$ cat config.mk
export PLATFORM = sky130hd
export DESIGN_NAME = fetch_unit
export DESIGN_NICKNAME = d
export VERILOG_FILES = /design/src/rtl/fetch_pkg.sv /design/src/rtl/if_id_reg.sv /design/src/rtl/fetch_unit.sv
export SDC_FILE = /design/constraint.sdc
export NUM_CORES = 1
export LEC_CHECK = 0
export BUFFER_PORTS_ARGS = -buffer_cell sky130_fd_sc_hd__buf_2
export CORE_ASPECT_RATIO = 1.4
export CORE_MARGIN = 2
export CORE_UTILIZATION = 49
export DETAILED_ROUTE_END_ITERATION = 12
export PLACE_DENSITY_LB_ADDON = 0.1
export SLEW_MARGIN = 25
export SYNTH_ARGS = -nofsm -noshare
export SYNTH_HDL_FRONTEND = slang
export SYNTH_HIERARCHICAL = 1
export SYNTH_SLANG_ARGS = --single-unit
$ cat constraint.sdc
create_clock -name clk -period 2.25 [get_ports clk]
set_input_delay 0 -clock clk [delete_from_list [all_inputs] [get_ports clk]]
set_output_delay 0 -clock clk [all_outputs]
set_load 0.1 [all_outputs]
$ cat src/rtl/fetch_pkg.sv
// rtl/fetch_pkg.sv - shared constants and state encoding for the instruction fetch unit
package fetch_pkg;

  localparam int PC_INC   = 4;
  localparam int OPCODE_W = 6;

  typedef enum logic [1:0] {
    S_REQ  = 2'd0,
    S_HOLD = 2'd1,
    S_KILL = 2'd2
  } fetch_state_t;

endpackage

$ cat src/rtl/if_id_reg.sv
// rtl/if_id_reg.sv - IF/ID pipeline register: load beats clear, clear beats hold
module if_id_reg
  import fetch_pkg::*;
#(
  parameter int PC_W    = 32,
  parameter int INSTR_W = 32
) (
  input  logic               clk_i,
  input  logic               reset_i,
  input  logic               load_i,
  input  logic               clear_i,
  input  logic [INSTR_W-1:0] instr_i,
  input  logic [PC_W-1:0]    pc_i,
  output logic               valid_o,
  output logic [INSTR_W-1:0] instr_o,
  output logic [PC_W-1:0]    pc_o
);

  logic               valid_q, valid_d;
  logic [INSTR_W-1:0] instr_q, instr_d;
  logic [PC_W-1:0]    pc_q, pc_d;

  always_comb begin
    valid_d = valid_q;
    instr_d = instr_q;
    pc_d    = pc_q;
    if (load_i) begin
      valid_d = 1'b1;
      instr_d = instr_i;
      pc_d    = pc_i;
    end else if (clear_i) begin
      valid_d = 1'b0;
    end
  end

  always_ff @(posedge clk_i) begin
    if (reset_i) begin
      valid_q <= 1'b0;
      instr_q <= '0;
      pc_q    <= '0;
    end else begin
      valid_q <= valid_d;
      instr_q <= instr_d;
      pc_q    <= pc_d;
    end
  end

  assign valid_o = valid_q;
  assign instr_o = instr_q;
  assign pc_o    = pc_q;

endmodule

$ cat src/rtl/fetch_unit.sv
// rtl/fetch_unit.sv - instruction fetch: PC, request/kill FSM and IF/ID register
module fetch_unit
  import fetch_pkg::*;
#(
  parameter int              PC_W     = 32,
  parameter int              INSTR_W  = 32,
  parameter logic [PC_W-1:0] RESET_PC = '0
) (
  input  logic               clk,
  input  logic               reset,
  output logic               imem_req,
  output logic [PC_W-1:0]    imem_addr,
  input  logic               imem_ack,
  input  logic [INSTR_W-1:0] imem_rdata,
  input  logic               stall,
  input  logic               pc_src,
  input  logic [PC_W-1:0]    branch_target,
  output logic               if_valid,
  output logic [INSTR_W-1:0] if_instr,
  output logic [PC_W-1:0]    if_pc,
  output logic [5:0]         opcode
);

  fetch_state_t    state_q, state_d;
  logic [PC_W-1:0] pc_q, pc_d;
  logic            capture;
  logic            clear_buf;

  always_comb begin
    state_d   = state_q;
    pc_d      = pc_q;
    capture   = 1'b0;
    clear_buf = 1'b0;
    unique case (state_q)
      S_REQ: begin
        if (pc_src) begin
          pc_d      = branch_target;
          clear_buf = 1'b1;
          state_d   = imem_ack ? S_REQ : S_KILL;
        end else if (imem_ack) begin
          capture = 1'b1;
          pc_d    = pc_q + PC_W'(PC_INC);
          state_d = stall ? S_HOLD : S_REQ;
        end else if (!stall) begin
          clear_buf = 1'b1;
        end
      end
      S_HOLD: begin
        if (pc_src) begin
          pc_d      = branch_target;
          clear_buf = 1'b1;
          state_d   = S_REQ;
        end else if (!stall) begin
          clear_buf = 1'b1;
          state_d   = S_REQ;
        end
      end
      S_KILL: begin
        // An ack here answers the abandoned request; once it lands nothing is in flight.
        clear_buf = pc_src || !stall;
        if (pc_src) pc_d = branch_target;
        if (imem_ack) state_d = S_REQ;
      end
      default: state_d = S_REQ;
    endcase
  end

  always_ff @(posedge clk) begin
    if (reset) begin
      state_q <= S_REQ;
      pc_q    <= RESET_PC;
    end else begin
      state_q <= state_d;
      pc_q    <= pc_d;
    end
  end

  assign imem_req  = !reset && (state_q == S_REQ);
  assign imem_addr = pc_q;

  if_id_reg #(
    .PC_W   (PC_W),
    .INSTR_W(INSTR_W)
  ) u_if_id (
    .clk_i  (clk),
    .reset_i(reset),
    .load_i (capture),
    .clear_i(clear_buf),
    .instr_i(imem_rdata),
    .pc_i   (pc_q),
    .valid_o(if_valid),
    .instr_o(if_instr),
    .pc_o   (if_pc)
  );

  assign opcode = if_valid ? if_instr[INSTR_W-1 -: OPCODE_W] : '0;

endmodule

Word level (Yosys, flattened, before mapping)
Cells that the tools add are included.
{ "word_totals": {"romBits": 0, "in_bits": 69, "out_inout_bits": 104, "ff_bits": 99, "ram_bits": 0, "latch_bits": 0, "word_cells": 45, "n_memories": 0} }
{ "op_classes": {"n_eq_ne": 6, "add_sub_neg": 1, "reduce_logical": 10, "bitwise": 0, "shift": 0, "n_mux": 23, "div_mod_pow": 0, "order_cmp": 0, "mul": 0} }
{ "ops": {"columns": ["operator", "n"], "rows": [
  ["2-to-1 mux 32 bit", 3],
  ["case mux 32 bit (2 select lines)", 1],
  ["adder 32 x 3 -> 32 bit (second input constant)", 1],
  ["2-to-1 mux 2 bit", 6],
  ["2-to-1 mux 1 bit", 10],
  ["2-to-1 mux 6 bit", 1],
  ["inequality test 3 bit (second input constant)", 2],
  ["case mux 2 bit (3 select lines)", 1],
  ["AND reduction 3 bit", 2],
  ["nonzero test 2 bit", 2],
  ["case mux 1 bit (3 select lines)", 1],
  ["== test 2 x 1 -> 1 bit (second input constant)", 1],
  ["== test 2 bit (second input constant)", 1],
  ["logical NOT 1 bit", 2],
  ["logical NOT 2 bit", 1],
  ["inequality test 2 x 1 -> 1 bit (second input constant)", 1],
  ["inequality test 2 bit (second input constant)", 1],
  ["OR reduction 2 bit", 1],
  ["logical AND 1 bit", 1],
  ["logical OR 1 bit", 1]
]} }

Logic depth before layout (Yosys ltp)
Gate-level depths: netlist of run 1.
{ "depth": {"ltp_word": 6, "ltp_mapped": 10, "depth_no_buf": 8} }

By module
The synthesis of run 1 kept the hierarchy.
{ "modules_own_cells": {"columns": ["mod", "cells_each", "instances", "seq_area_each_um2", "area_per_inst_um2"], "rows": [
  ["if_id_reg", 210, 1, 1301.2, 2344.7],
  ["fetch_unit", 296, 1, 680.7, 2230.9]
]} }

Least setup slack after synthesis of run 1
OpenSTA, ideal clock, no wires.
{ "synth_path": {"kind": "register to register", "start": "register pc_q[3] (netlist: imem_addr[3])", "end": "register pc_q[30] (netlist: imem_addr[30])", "required_ns": 2.120, "stages_incl_launch_ff": 8, "path_buffers": 1, "synth_period_minus_slack_ns": 2.552, "path_slack_ns": -0.302, "setup_ns": 0.130, "arrival_ns": 2.422, "path_cell_list": "dfxtp_1 -> ha_1 -> nand3_1 -> nor4_2 -> buf_2 -> nand3_1 -> mux2i_1 -> o22ai_1"} }
{ "synth_via": {"elab_chain_cells": 4} }
{ "synth_rtl": {"columns": ["element", "line", "source"], "rows": [
  ["start: declaration", "fetch_unit.sv:25", "logic [PC_W-1:0] pc_q, pc_d;"],
  ["start signal: assignment", "fetch_unit.sv:74", "pc_q <= pc_d;"],
  ["adder 32 x 3 -> 32 bit", "fetch_unit.sv:42", "pc_d = pc_q + PC_W'(PC_INC);"],
  ["2-to-1 mux 32 bit", "fetch_unit.sv:40", "end else if (imem_ack) begin"],
  ["2-to-1 mux 32 bit", "fetch_unit.sv:36", "if (pc_src) begin"],
  ["case mux 32 bit (2 select lines)", "fetch_unit.sv:34", "unique case (state_q)"]
]} }
No other way between the ends. The select of a mux whose other input is x is not followed.
A chain may end at the register's enable or synchronous reset.

Worst setup path after layout of run 1
{ "layout_path": {"start": "register state_q[0]", "end": "register pc_q[18] (netlist: imem_addr[18])"} }
{ "layout_via": {"elab_chain_cells": 4, "elab_cells_between_ends": 9, "cone_classes": "eq/ne: 4; mux: 1; reduce/logical: 4"} }
{ "layout_rtl": {"columns": ["element", "line", "source"], "rows": [
  ["start: declaration", "fetch_unit.sv:24", "fetch_state_t state_q, state_d;"],
  ["start signal: assignment", "fetch_unit.sv:73", "state_q <= state_d;"],
  ["== test 2 bit / == test 2 x 1 -> 1 bit (equally long branches)", "fetch_unit.sv:34", null],
  ["OR reduction 2 bit (no line)", null, null],
  ["inequality test 2 x 1 -> 1 bit (no line) / nonzero test 2 bit (equally long branches)", null, null],
  ["AND reduction 3 bit (no line)", null, null]
]} }
Several ways; a longest one is shown, not always the timed one.

==> results of run 1 <==
==> per-stage QoR <==
stage | utilization (%) | instance area, um^2 | setup slack, ns | cells
2_1_floorplan | - | 4600 | 0.0298 | 506
3_3_place_gp | 60.6 | 5470 | 0.234 | 764
3_5_place_dp | 60.6 | 5470 | 0.126 | 764
4_1_cts | 68.8 | 6210 | 0.0641 | 823
5_1_grt | 68.9 | 6220 | -0.00113 | 823
6_report | 68.9 | 6220 | 0.114 | 823
==> worst min-delay path: stages <==
cell and delay (ns):
buf_2 0.09, a32oi_1 0.08, a21oi_1 0.14
==> power by group through the flow <==
stage          combinational [mW]  clock [mW]  sequential, mW
5_1_grt                      1.59        1.65            2.01
4_1_cts                      1.50        1.57            1.99
3_5_place_dp                 1.44           0            2.03
3_3_place_gp                 1.43           0            2.03
2_1_floorplan               0.445           0            2.76
6_report                     1.52        1.54            2.00
==> cells in the mapped netlist (4+ instances only) <==
| cell type | count | area (um^2) |
|---|---|---|
| buf_1 | 4 | 15.0 |
| ha_1 | 5 | 62.6 |
| and3_1 | 9 | 56.3 |
| clkbuf_1 | 14 | 52.6 |
| o21ai_0 | 13 | 65.1 |
| and2_1 | 8 | 50.1 |
| mux2i_1 | 69 | 691 |
| nand3_1 | 18 | 90.1 |
| and4_1 | 4 | 35.0 |
| a21oi_1 | 24 | 120 |
| a32oi_1 | 5 | 43.8 |
| nor2_1 | 97 | 364 |
| a211oi_1 | 8 | 60.1 |
| nor3_1 | 15 | 75.1 |
| buf_12 | 5 | 100 |
| nand2_1 | 25 | 93.8 |
| o22ai_1 | 4 | 25.0 |
| buf_2 | 8 | 40.0 |
| dfxtp_1 | 99 | 1980 |
| inv_1 | 4 | 15.0 |
| a22oi_1 | 5 | 37.5 |
| a31oi_1 | 5 | 31.3 |
| nand4_1 | 9 | 56.3 |
==> cell families after synthesis <==
kind of cell	synth area share, %
and+or+nand+nor	21.8
DFF	43.3
adders and majority gates	1.37
muxes	15.1
AOI/OAI and AO/OA	12.6
buffers and inverters	5.77
==> metal layers <==
metal	track usage (%)	wire length, um	vias to the layer above
li1	-	-	2233
met1	30.7	5380	2073
met2	42.0	6350	171
met3	4.19	794	21
met4	8.13	246	0
met5	0	0	-
==> timing repair <==
action	in CTS	in global routing
resized for setup	1	4
endpoints found under the setup margin	1	5
hold endpoints to repair	43	0
hold buffers	43	0
pin swaps	0	0
==> worst min-delay path by stage <==
stage / start / end / cells after the start
final: branch_target[23] / imem_addr[23] / 3
after CTS: branch_target[23] / imem_addr[23] / 3
after global routing: branch_target[20] / imem_addr[20] / 3
after global placement: imem_rdata[0] / u_if_id/instr_o[0] / 3
after detailed placement: imem_rdata[10] / u_if_id/instr_o[10] / 3
after floorplan: branch_target[0] / imem_addr[0] / 2
==> final cells by class <==
class	count	area, um^2
Inverter	5	18.8
Clock inverter	3	46.3
Clock buffer	13	250
Timing Repair Buffer	229	1420
Sequential cell	99	2000
Fill cell	743	2810
Multi-Input combinational cell	367	2350
Tap cell	107	134
==> registers in the layout, indices dropped and copies added, names as in the netlist <==
name	flops
imem_addr	32
state_q	2
u_if_id/instr_o	32
u_if_id/pc_o	32
u_if_id/valid_o	1
==> results by group, run 1 <==
Run status
  • Status: finished clean

Worst setup path
  • Crit-path slowest cell: dfxtp_1
  • Crit Path Max Fanout: 9
  • Setup crit end kind: flip-flop
  • Crit-path max cell delay: 0.40 ns
  • Crit path buf inv count: 2
  • CP top delay family: simple AND/OR/NAND/NOR gates
  • CP startpoint kind: flip-flop
  • CP endpoint: imem_addr[18]
  • Setup slack, reg-to-reg: 0.11 ns
  • Worst path cell trace: inv_1, ha_1, or2_2, o21a_2, buf_4, nand4_1, a21oi_1, nor4_2
  • Critical Path RT: 2.48 ns
  • Critical path class: reg2reg
  • Crit. path cell count: 8
  • Setup crit start: state_q[0]
  • Reg2reg end: imem_addr[18]
  • Reg2Reg Launch Point: state_q[0]
  • R2r worst-path depth: 8
  • Critical Path AT: 2.36 ns

Floorplanning
  • Die X: 85.7 um
  • IO Count: 173
  • Die Area: 0.0101 mm^2
  • Standard-cell rows: 41
  • Die Ht: 118 um
  • Initial core utilization: 50.7%
  • Core region area: 0.00903 mm^2

Detailed routing
  • DR pass1 iterations: 5
  • DRC Markers: 0
  • Avg WL per Cell: 15.5 um
  • DR iter-0 viols: 266
  • Routed WL: 12.8 mm
  • Drt via density: 5.47
  • Post-DRT Antenna Nets: 0
  • DR vias: 4,498

Power
  • Power per cell area: 813 mW/mm^2
  • Clock Power Share: 30.5%
  • Pint: 3.14 mW
  • Combinational power share: 30.0%
  • LEAKAGE: 2.82 nW
  • Net Switching: 1.92 mW
  • Switch share: 37.9%
  • Reg power frac: 39.5%
  • Max VDD drop: 0.000527 V
  • Final Power: 5.06 mW

CTS
  • Post-CTS Setup Inserts: 0
  • Clock Pin Slew Worst Setup and Hold Paths: 0.07 ns
  • Num CTS Buffers: 9
  • # H-tree levels: 3
  • CTS tree: yes
  • Clock Path Buffers: 2
  • CTS sink cnt: 99
  • CTS Root Buffer Type: clkbuf_16
  • Clk_lat worst skew: 0.34 ns

Logic synthesis
  • Sequential fraction of the synthesis area: 43.3%
  • Mean post-synth cell area: 9.04 um^2
  • Post-synth cell types: 56
  • Netlist Area Pre-Place: 0.00458 mm^2
  • Synth Register Bits: 99
  • Synth Instances: 506
  • Syn nets: 580
  • Asr flop ratio synth: 0%
  • YS warnings: 6
  • Top_reg_cell synth: dfxtp_1
  • EDFF count, synth: 0

Timing
  • Final period utilization: 95.0%
  • Final setup vio count: 0
  • Fin. max-slew vios: 0
  • Rel. slew slack: 60.7%
  • Slew @ Worst Pin: 0.587 ns
  • Setup TNS: 0 ns
  • Fin crit period: 2.14 ns
  • Worst Clk Skew: 0.00495 ns
  • Worst hold slack: 0.0159 ns
  • Fmax: 468 MHz
  • Final hold violations: 0

Place
  • Count of input and output buffers: 172
  • Post-DP HPWL: 8.61 mm
  • Gp weighted congestion: 0.891

GRT
  • First-pass GRT wire length: 20.3 mm
  • Antenna violations before repair: 0
  • Gr ovfl total: 0
  • Largest net degree at the start of global routing: 54
  • Vias in the first global route: 4,125
  • GRT Total Usage: 24.5%

Finish
  • Layout Nets: 785
  • Layout cells sized above 1: 32.1%
  • Most common cell after layout, fill and taps aside: buf_2
  • Commonest non-fill, non-tap cells in the layout: buf_2, nor2_1, dfxtp_1
  • Synth-to-Final Area Change: 35.9%
  • ANT cells: 0

Job
  • MaxCap Viol Count: 0

Min path
  • Worst hold path type: in2reg
Note: power is estimated with default switching activity, not from simulation.
==> run 2: changes to the inputs <==
Settings changed: CORE_MARGIN 2 to default, REMOVE_ABC_BUFFERS from default to 1.
==> run 2 against run 1 <==
Net effect:
- largest cell class unchanged
- global-route usage grew 0.83 points
- cell count grew 1.3%
- combinational power barely moved
- first-iteration DRC count fell by 24%
- via count barely moved
- routed wire length is 2.1% lower
==> results by group, run 2 (synthesis results as in run 1) <==
Worst setup path
  • Critical Path RT: 2.52 ns (was 2.48 ns)
  • Crit. path cell count: 7 (was 8)
  • R2r worst-path depth: 7 (was 8)
  • Crit path buf inv count: 2 (unchanged)
  • Setup crit end kind: flip-flop (unchanged)
  • Critical path class: reg2reg (unchanged)
  • CP top delay family: simple AND/OR/NAND/NOR gates (unchanged)
  • Crit-path max cell delay: 0.50 ns (was 0.40 ns)
  • Crit-path slowest cell: or4_1 (was dfxtp_1)
  • CP startpoint kind: flip-flop (unchanged)
  • Setup crit start: state_q[0] (unchanged)
  • Crit Path Max Fanout: 10 (was 9)
  • Reg2Reg Launch Point: state_q[0] (unchanged)
  • Critical Path AT: 2.39 ns (was 2.36 ns)
  • Worst path cell trace: inv_1, ha_1, nor2b_1, o21ai_2, buf_4, or4_1, a31oi_1 (was inv_1, ha_1, or2_2, o21a_2, buf_4, nand4_1, a21oi_1, nor4_2)

Finish
  • Fin util: 69.7% (was 68.9%)
  • Most common cell after layout, fill and taps aside: buf_2 (unchanged)
  • Commonest non-fill, non-tap cells in the layout: buf_2, dfxtp_1, nor2_1 (was buf_2, nor2_1, dfxtp_1)
  • Synth-to-Final Area Change: 37.5% (was 35.9%)
  • Layout cells sized above 1: 30.7% (was 32.1%)
  • Fill count: 740 (was 743)
  • ANT cells: 0 (unchanged)
  • Layout Nets: 796 (was 785)

Timing
  • Fmax: 471 MHz (was 468 MHz)
  • Final hold violations: 0 (unchanged)
  • Fin crit period: 2.12 ns (was 2.14 ns)
  • Rel. slew slack: 66.8% (was 60.7%)
  • Slew @ Worst Pin: 0.501 ns (was 0.587 ns)
  • Worst Clk Skew: 0.00494 ns (was 0.00495 ns)
  • Setup TNS: 0 ns (unchanged)
  • Final setup vio count: 0 (unchanged)
  • Final period utilization: 94.3% (was 95.0%)
  • Fin. max-slew vios: 0 (unchanged)

Power
  • Pint: 3.14 mW (about the same)
  • Switch share: 38.1% (was 37.9%)
  • Reg power frac: 39.1% (was 39.5%)
  • Power per cell area: 806 mW/mm^2 (was 813 mW/mm^2)
  • Clock Power Share: 30.6% (was 30.5%)
  • Net Switching: 1.93 mW (was 1.92 mW)
  • LEAKAGE: 2.88 nW (was 2.82 nW)
  • Max VDD drop: 0.000612 V (was 0.000527 V)
  • Combinational power share: 30.3% (was 30.0%)

Detailed routing
  • Post-DRT Antenna Nets: 0 (unchanged)
  • DRC Markers: 0 (unchanged)
  • Drt via density: 5.39 (was 5.47)
  • DR iter-0 viols: 203 (was 266)
  • DR vias: 4,494 (was 4,498)
  • DR pass1 iterations: 5 (unchanged)
  • Avg WL per Cell: 15.0 um (was 15.5 um)
  • Routed WL: 12.5 mm (was 12.8 mm)

GRT
  • Largest net degree at the start of global routing: 51 (was 54)
  • GRT Total Usage: 25.3% (was 24.5%)
  • Gr ovfl total: 0 (unchanged)
  • Antenna violations before repair: 0 (unchanged)
  • Vias in the first global route: 4,056 (was 4,125)
  • First-pass GRT wire length: 19.9 mm (was 20.3 mm)

Min path
  • Hold path cells: 3 (unchanged)
  • Worst hold path type: in2reg (unchanged)
  • Hold Path Origin: branch_target[23] (unchanged)

Floorplanning
  • Standard-cell rows: 41 (unchanged)
  • Core region area: 0.00903 mm^2 (unchanged)
  • Die Ht: 116 um (was 118 um)
  • Die X: 83.7 um (was 85.7 um)
  • Die Area: 0.00973 mm^2 (was 0.0101 mm^2)
  • IO Count: 173 (unchanged)
  • Initial core utilization: 50.7% (unchanged)

CTS
  • CTS Root Buffer Type: clkbuf_16 (unchanged)
  • Clk_lat worst skew: 0.34 ns (about the same)
  • CTS sink cnt: 99 (unchanged)
  • Clock Pin Slew Worst Setup and Hold Paths: 0.07 ns (about the same)
  • CTS tree: yes (unchanged)
  • Num CTS Buffers: 9 (unchanged)
  • # H-tree levels: 3 (unchanged)
  • Clock Path Buffers: 2 (unchanged)

Place
  • Gp weighted congestion: 0.862 (was 0.891)
  • Post-DP HPWL: 8.51 mm (was 8.61 mm)
  • Count of input and output buffers: 172 (unchanged)

Run status
  • Status: finished clean (unchanged)

Job
  • MaxCap Viol Count: 0 (unchanged)
-- run 2: cell count changes in the layout (fill, tap and decap cells not counted), moves of 3 or more --
cell	change
buf_4	+8
clkinv_2	+3
dlygate4sd3_1	+3
dfxtp_1	+17
clkbuf_1	-3
dfxtp_2	-17
-- run 2: power groups by stage --
stage,registers [mW],logic (mW),clock network [mW]
after floorplan,2.75,0.399,0
after global placement,2.01,1.45,0
after detailed placement,2.02,1.47,0
after CTS,1.98,1.53,1.59
after global routing,2.00,1.61,1.66
final,1.98,1.54,1.56
-- run 2: per-layer routing --
metal / track usage [%] / vias to the layer above / part of all wire, %
met2: 43.9 / 159 / 48
met1: 31.8 / 2075 / 44
met3: 3.60 / 19 / 5.8
met4: 10.2 / 0 / 1.8
met5: 0 / - / 0
li1: - / 2241 / -
-- run 2: what timing repair did --
action | CTS | global route
resized for setup | 0 | 2
setup endpoints to repair | 0 | 3
hold endpoints to repair | 46 | 0
setup buffers | 0 | 0
hold buffers | 46 | 0
-- run 2: per-stage QoR --
stage                     hold slack, ns  instances  total power [mW]  setup WS (ns)  instance area [um^2]
after floorplan                   0.0691        471              3.15          -2.91                  4330
after CTS                        0.00188        834              5.10          0.134                  6290
after global routing              0.0372        834              5.27       -0.00947                  6290
after detailed placement           0.247        772              3.48          0.160                  5530
after global placement             0.236        772              3.46          0.215                  5530
final                             0.0115        834              5.08          0.128                  6290
-- run 2: worst paths after layout --
check	slack, ns	endpoint
min	0.01	imem_addr[23]
max	0.13	imem_addr[25]
min reg2reg	0.49	imem_addr[1]
max reg2reg	0.13	imem_addr[25]
-- run 2: layout make-up --
class,instances,area (um^2),area share (%)
inverters,5,18.8,0.298
multi-input cells,367,2340,37.2
clock buffers,10,239,3.80
well taps,107,134,2.13
flip-flops and latches,99,1980,31.5
clock inverters,6,62.6,0.994
repair buffers,240,1510,24.1
-- run 2: tightest hold or removal path, stage by stage --
cell and delay [ns]:
buf_2 0.09, a32oi_1 0.09, a21oi_1 0.13
